## src/rtl/fc_error_streamer.sv

```systemverilog
// Captures an fc layer's forward output vector, reports argmax/max, then streams the error vector
// y[k] - onehot(label)[k] back into the fc layer's backprop input.
module fc_error_streamer #(
    parameter int unsigned NumOut   = 10,
    parameter int unsigned IdxWidth = 10,
    parameter logic [31:0] One      = 32'h0001_0000
) (
    input  logic                clk_i,
    input  logic                rst_i,
    input  logic                src_valid_i,
    input  logic [31:0]         src_data_i,
    input  logic [IdxWidth-1:0] src_idx_i,
    output logic                src_rdy_o,
    input  logic                label_valid_i,
    input  logic [IdxWidth-1:0] label_i,
    input  logic                discard_i,
    input  logic                fc_rdy_i,
    output logic                err_valid_o,
    output logic [31:0]         err_data_o,
    output logic [IdxWidth-1:0] err_idx_o,
    output logic                bwd_active_o,
    output logic                done_o,
    output logic [IdxWidth-1:0] argmax_o,
    output logic [31:0]         max_val_o,
    output logic                label_err_o,
    output logic                sent_o
);

    localparam int unsigned BufAw = (NumOut > 1) ? $clog2(NumOut) : 1;
    localparam logic [IdxWidth-1:0] LastIdx   = IdxWidth'(NumOut - 1);
    localparam logic [IdxWidth-1:0] NumOutIdx = IdxWidth'(NumOut);

    typedef enum logic [1:0] {
        StCollect,
        StHold,
        StSend
    } state_e;

    state_e              state_q;
    logic                src_rdy_q;
    logic                err_valid_q;
    logic [31:0]         err_data_q;
    logic [IdxWidth-1:0] err_idx_q;
    logic                done_q;
    logic [IdxWidth-1:0] argmax_q;
    logic [31:0]         max_val_q;
    logic                label_err_q;
    logic                sent_q;
    logic [IdxWidth-1:0] label_q;
    logic                first_q;
    logic [31:0]         run_max_q;
    logic [IdxWidth-1:0] run_idx_q;

    logic [31:0]         buf_q [NumOut];

    logic                src_accept;
    logic                src_last;
    logic                cand_wins;
    logic                label_ok;
    logic                xfer;
    logic [IdxWidth-1:0] err_k_d;
    logic [IdxWidth-1:0] err_lbl;
    logic [31:0]         err_word_d;

    always_comb begin
        src_accept = (state_q == StCollect) && src_rdy_q && src_valid_i && (src_idx_i < NumOutIdx);
        src_last   = src_accept && (src_idx_i == LastIdx);
        // Ties go to the lower index so out-of-order arrival still reports the lowest argmax.
        cand_wins  = first_q
                  || ($signed(src_data_i) > $signed(run_max_q))
                  || ((src_data_i == run_max_q) && (src_idx_i < run_idx_q));
        label_ok   = label_valid_i && (label_i < NumOutIdx);
        xfer       = err_valid_q && fc_rdy_i;
        // Word loaded next: index 0 on label accept, else the successor of the current word.
        err_k_d    = (state_q == StHold) ? '0 : err_idx_q + IdxWidth'(1);
        err_lbl    = (state_q == StHold) ? label_i : label_q;
        err_word_d = buf_q[err_k_d[BufAw-1:0]] - ((err_k_d == err_lbl) ? One : 32'h0);
    end

    always_ff @(posedge clk_i) begin
        if (src_accept) begin
            buf_q[src_idx_i[BufAw-1:0]] <= src_data_i;
        end
    end

    always_ff @(posedge clk_i) begin
        if (rst_i) begin
            state_q     <= StCollect;
            src_rdy_q   <= 1'b0;
            err_valid_q <= 1'b0;
            err_data_q  <= '0;
            err_idx_q   <= '0;
            done_q      <= 1'b0;
            argmax_q    <= '0;
            max_val_q   <= '0;
            label_err_q <= 1'b0;
            sent_q      <= 1'b0;
            label_q     <= '0;
            first_q     <= 1'b1;
            run_max_q   <= '0;
            run_idx_q   <= '0;
        end else begin
            done_q      <= 1'b0;
            label_err_q <= 1'b0;
            sent_q      <= 1'b0;
            unique case (state_q)
                StCollect: begin
                    src_rdy_q <= 1'b1;
                    if (src_accept) begin
                        first_q <= 1'b0;
                        if (cand_wins) begin
                            run_max_q <= src_data_i;
                            run_idx_q <= src_idx_i;
                        end
                    end
                    if (src_last) begin
                        state_q   <= StHold;
                        src_rdy_q <= 1'b0;
                        done_q    <= 1'b1;
                        first_q   <= 1'b1;
                        argmax_q  <= cand_wins ? src_idx_i : run_idx_q;
                        max_val_q <= cand_wins ? src_data_i : run_max_q;
                    end
                end
                StHold: begin
                    if (label_valid_i) begin
                        if (label_ok) begin
                            state_q     <= StSend;
                            label_q     <= label_i;
                            err_valid_q <= 1'b1;
                            err_idx_q   <= '0;
                            err_data_q  <= err_word_d;
                        end else begin
                            label_err_q <= 1'b1;
                        end
                    end else if (discard_i) begin
                        state_q   <= StCollect;
                        src_rdy_q <= 1'b1;
                    end
                end
                StSend: begin
                    if (xfer) begin
                        if (err_idx_q == LastIdx) begin
                            state_q     <= StCollect;
                            src_rdy_q   <= 1'b1;
                            err_valid_q <= 1'b0;
                            sent_q      <= 1'b1;
                        end else begin
                            err_idx_q  <= err_k_d;
                            err_data_q <= err_word_d;
                        end
                    end
                end
                default: begin
                    state_q <= StCollect;
                end
            endcase
        end
    end

    assign src_rdy_o    = src_rdy_q;
    assign err_valid_o  = err_valid_q;
    assign err_data_o   = err_data_q;
    assign err_idx_o    = err_idx_q;
    assign bwd_active_o = (state_q == StSend);
    assign done_o       = done_q;
    assign argmax_o     = argmax_q;
    assign max_val_o    = max_val_q;
    assign label_err_o  = label_err_q;
    assign sent_o       = sent_q;

endmodule

```

## config.mk

```make
export PLATFORM = sky130hd
export DESIGN_NAME = fc_error_streamer
export DESIGN_NICKNAME = d
export VERILOG_FILES = /design/src/rtl/fc_error_streamer.sv
export SDC_FILE = /design/constraint.sdc
export NUM_CORES = 1
export LEC_CHECK = 0
export ABC_CLOCK_PERIOD_IN_PS = 11600
export BUFFER_PORTS_ARGS = -buffer_cell sky130_fd_sc_hd__buf_4
export CELL_PAD_IN_SITES_DETAIL_PLACEMENT = 0
export CELL_PAD_IN_SITES_GLOBAL_PLACEMENT = 1
export CORE_ASPECT_RATIO = 1.75
export CORE_MARGIN = 4
export CORE_UTILIZATION = 45
export DETAILED_ROUTE_END_ITERATION = 6
export PLACE_DENSITY = 0.73
export SYNTH_ARGS = -nofsm -noshare
export SYNTH_HDL_FRONTEND = slang
export SYNTH_SLANG_ARGS = --single-unit
```

## constraint.sdc

```tcl
create_clock -name clk_i -period 11.6 [get_ports clk_i]
set_clock_uncertainty 0.1 [all_clocks]
set_input_delay 0 -clock clk_i [delete_from_list [all_inputs] [get_ports clk_i]]
set_output_delay 0 -clock clk_i [all_outputs]
set_load 0.01 [all_outputs]
```

==> results list <==
- By area the synthesized netlist is led by edfxtp_1 (47%), dfxtp_1 (14%), mux4_2 (4.9%).
- In the routed layout, each cell is associated on average with a via count of 5.78.
- The count of nets left with antenna violations once routing finished came out at 0.
- Number of antenna violations at the first check in global routing: 0
- Cell with the most instances after synthesis: edfxtp_1
- Die Wd: 168 um
* Master cell of the clock root buffer: clkbuf_16
- The clock net in this run drives a total of 464 sinks.
- After floorplanning, the core was sized to cover 44400 um^2.
- Max frequency: 0.211 GHz
- The number of gates resized after CTS was 0.
- RD Place Congestion: 0.812
- Placed Cells incl. Taps: 2243
- VDD sags by at most 0.0946 mV.
- Most numerous cell types in the synthesized netlist: edfxtp_1 (320), nand2_1 (161), dfxtp_1 (144), nand3_1 (79), nand2b_1 (78)
* CP arrival: 5100 ps
- At the pin with the least slew margin, the transition time is 1240 ps.
* Top-Level Pins: 148
- The run finished with clean final reports.
- Vias: 13705
- Number of hold violations in the final report: 0
- RSZ-0062 raised after global routing: no
- Reg clk slew, reported paths: 70 ps
- The die covers 48600 um^2.
* Standard-cell row count: 102
* Number of warnings issued by yosys: 0
- The number of max-slew violations in the final report was 0.
* Number of DRC markers in iteration 0: 979
- After synthesis, the share of flip-flops with an asynchronous set or reset is 0.
* CTS buffer count: 43
* Number of global-route vias before repair: 13888
- Critical path fanouts, max: 61
- In the synthesized netlist the dominant register cell turns out to be edfxtp_1.
* GRT Residual Overflow: 0
- Of the synthesized area, sequential elements account for 0.616.
* Mapped Avg Cell Area: 12.7 um^2
- Residual DRC: 0
- Insertion delay to the later sink of the worst-skew pair: 550 ps
- Starting density of the core: 0.456
- By startpoint and endpoint, the worst setup path is classified as reg -> reg.
* TritonCTS clock tree: done
- The synthesized design contains 464 register bits.
- The first TritonRoute pass finished after 7 iterations.
* Setup TNS: 0 ps
- Final period utilization: 0.408
* Syn Std Cell Area: 20300 um^2
- First-pass GRT wire length: 82900 um
- Final Non-Filler Cells: 2373
- Fraction of post-synthesis cell area in the top cell type by area: 0.474
- Type of the tightest min-delay check: in -> reg
- For this design the ratio of total power to cell area is 138 nW/um^2.
* Number of I/O port buffers: 147
- After legalization and detailed placement, the total HPWL measured 33100 um.
- In this run the tightest slew margin relative to its limit is 0.170.
- Across the run, the number of max-cap violations was 0.
* Minimum period implied by the final worst setup slack: 4740 ps
- Endpoint type of the worst setup path: flip-flop
- Final setup fails: 0
* Placed inst area: 22000 um^2
- All-Layer GR Usage: 0.220
* Pleak: 8.24 nW
- Cts hold-fix bufs: 51
* Total routed wirelength: 53900 um
- The final layout contains 1874 nets.
- Net count after synthesis: 1707
- Non-Filler Cell Area, Final: 23900 um^2
- In the final layout, the share of cells above drive strength 1 is 0.188.
- Compared with the post-synthesis result, the final layout area differs by 17.8%.
- Max Root-Sink Buffers: 3
- Count of different cell masters after synthesis: 80
* Post-synth top area cell: edfxtp_1
- Critical path startpoint category: flip-flop
- In this run the number of H-tree levels came out at 2.
* Largest net degree at the start of global routing: 95
* Data required time at the worst endpoint: 11960 ps
- Counting flops with a built-in enable in the synthesized netlist gives 320.
- The floorplan step set the die height to 289 um.
- Setup bufs post-CTS: 0
- After detailed routing, the average wire length per cell comes to 22.7 um.
* Post-Synthesis Cells: 1600
flip-flops by register name, summed over array words and instances (netlist names), 10 cells and up:
register,count
buf_q,320
run_max_q,32
err_idx_o,10
run_idx_q,10
label_q,10
err_data_o,32
max_val_o,32
argmax_o,10
metal layers:
metal | routed length (um) | GRT usage | up-vias
li1 | - | - | 6352
met1 | 22100 | 0.278 | 6889
met2 | 28000 | 0.398 | 377
met3 | 2510 | 0.0251 | 87
met4 | 1300 | 0.0611 | 0
met5 | 0 | 0 | -
worst max-delay path, stage by stage, from the launching register on:
cell and delay [ps]:
dfxtp_1 470, nor3b_1 200, dlygate4sd3_1 570, nand4_1 350, nor4b_1 540, nand2_1 570, clkinv_2 810, buf_4 690
o21bai_1 120, a31oi_1 180
through the flow:
step            util  setup slack [ps]  hold slack, ps  total power [mW]
3_3_place_gp   0.495              7050             159              1.91
3_5_place_dp   0.495              6990             161              1.92
5_1_grt        0.538              6470            58.9              3.40
6_report       0.538              6860            27.9              3.30
2_1_floorplan      -              6800           -1.13              1.86
4_1_cts        0.538              6860            2.25              3.33
layout make-up:
class	count	area [um^2]
diodes	1	2.50
clock buffers	55	1180
clock inverters	23	206
fillers	3833	20500
inverters	48	181
multi-input cells	980	7240
flip-flops and latches	464	12500
well taps	572	716
repair buffers	230	1850
report_power, final:
part	internal (mW)	switching [mW]	total, mW
combinational	0.0504	0.0754	0.126
clock	0.793	0.616	1.41
sequential	1.77	0.00126	1.77
total	2.61	0.693	3.30
placed cells by master (no fill, tap or decap), types with 10 or more instances in the layout:
cell and instances:
nand4_1 41, a21oi_1 55, edfxtp_1 320, mux2i_1 59
ha_1 49, a31oi_1 36, o21ai_0 20, clkinv_2 10
dfxtp_1 142, a211oi_1 22, inv_1 45, xnor2_1 10
o31ai_1 32, mux4_2 44, nor3_1 15, nand3_1 79
nor2_1 55, nand2b_1 78, xor2_1 12, nand2_1 161
nor2b_1 11, dlygate4sd3_1 51, clkbuf_16 45, buf_4 179
and3_1 10, o21bai_1 38
cell families after synthesis:
kind of cell	count (synthesis)	synth area share
multiplexers	110	0.0825
AND/OR/NAND/NOR	524	0.134
XOR/XNOR	23	0.0103
adder cells (fa/ha/maj)	49	0.0303
buffers and inverters	156	0.0306
AO/OA/AOI/OAI	274	0.0962
flip-flops	464	0.616
path summary, 6_finish.rpt:
check	slack [ps]	startpoint	cells after the start	end
worst max-delay path	6860	src_rdy_o	9	max_val_o[5]
worst max register to register	6860	src_rdy_o	9	max_val_o[5]
worst min-delay path	30	label_i[9]	6	err_data_o[16]
worst min register to register	360	err_data_o[14]	2	err_data_o[14]
Power figures use the tool's default switching activity.
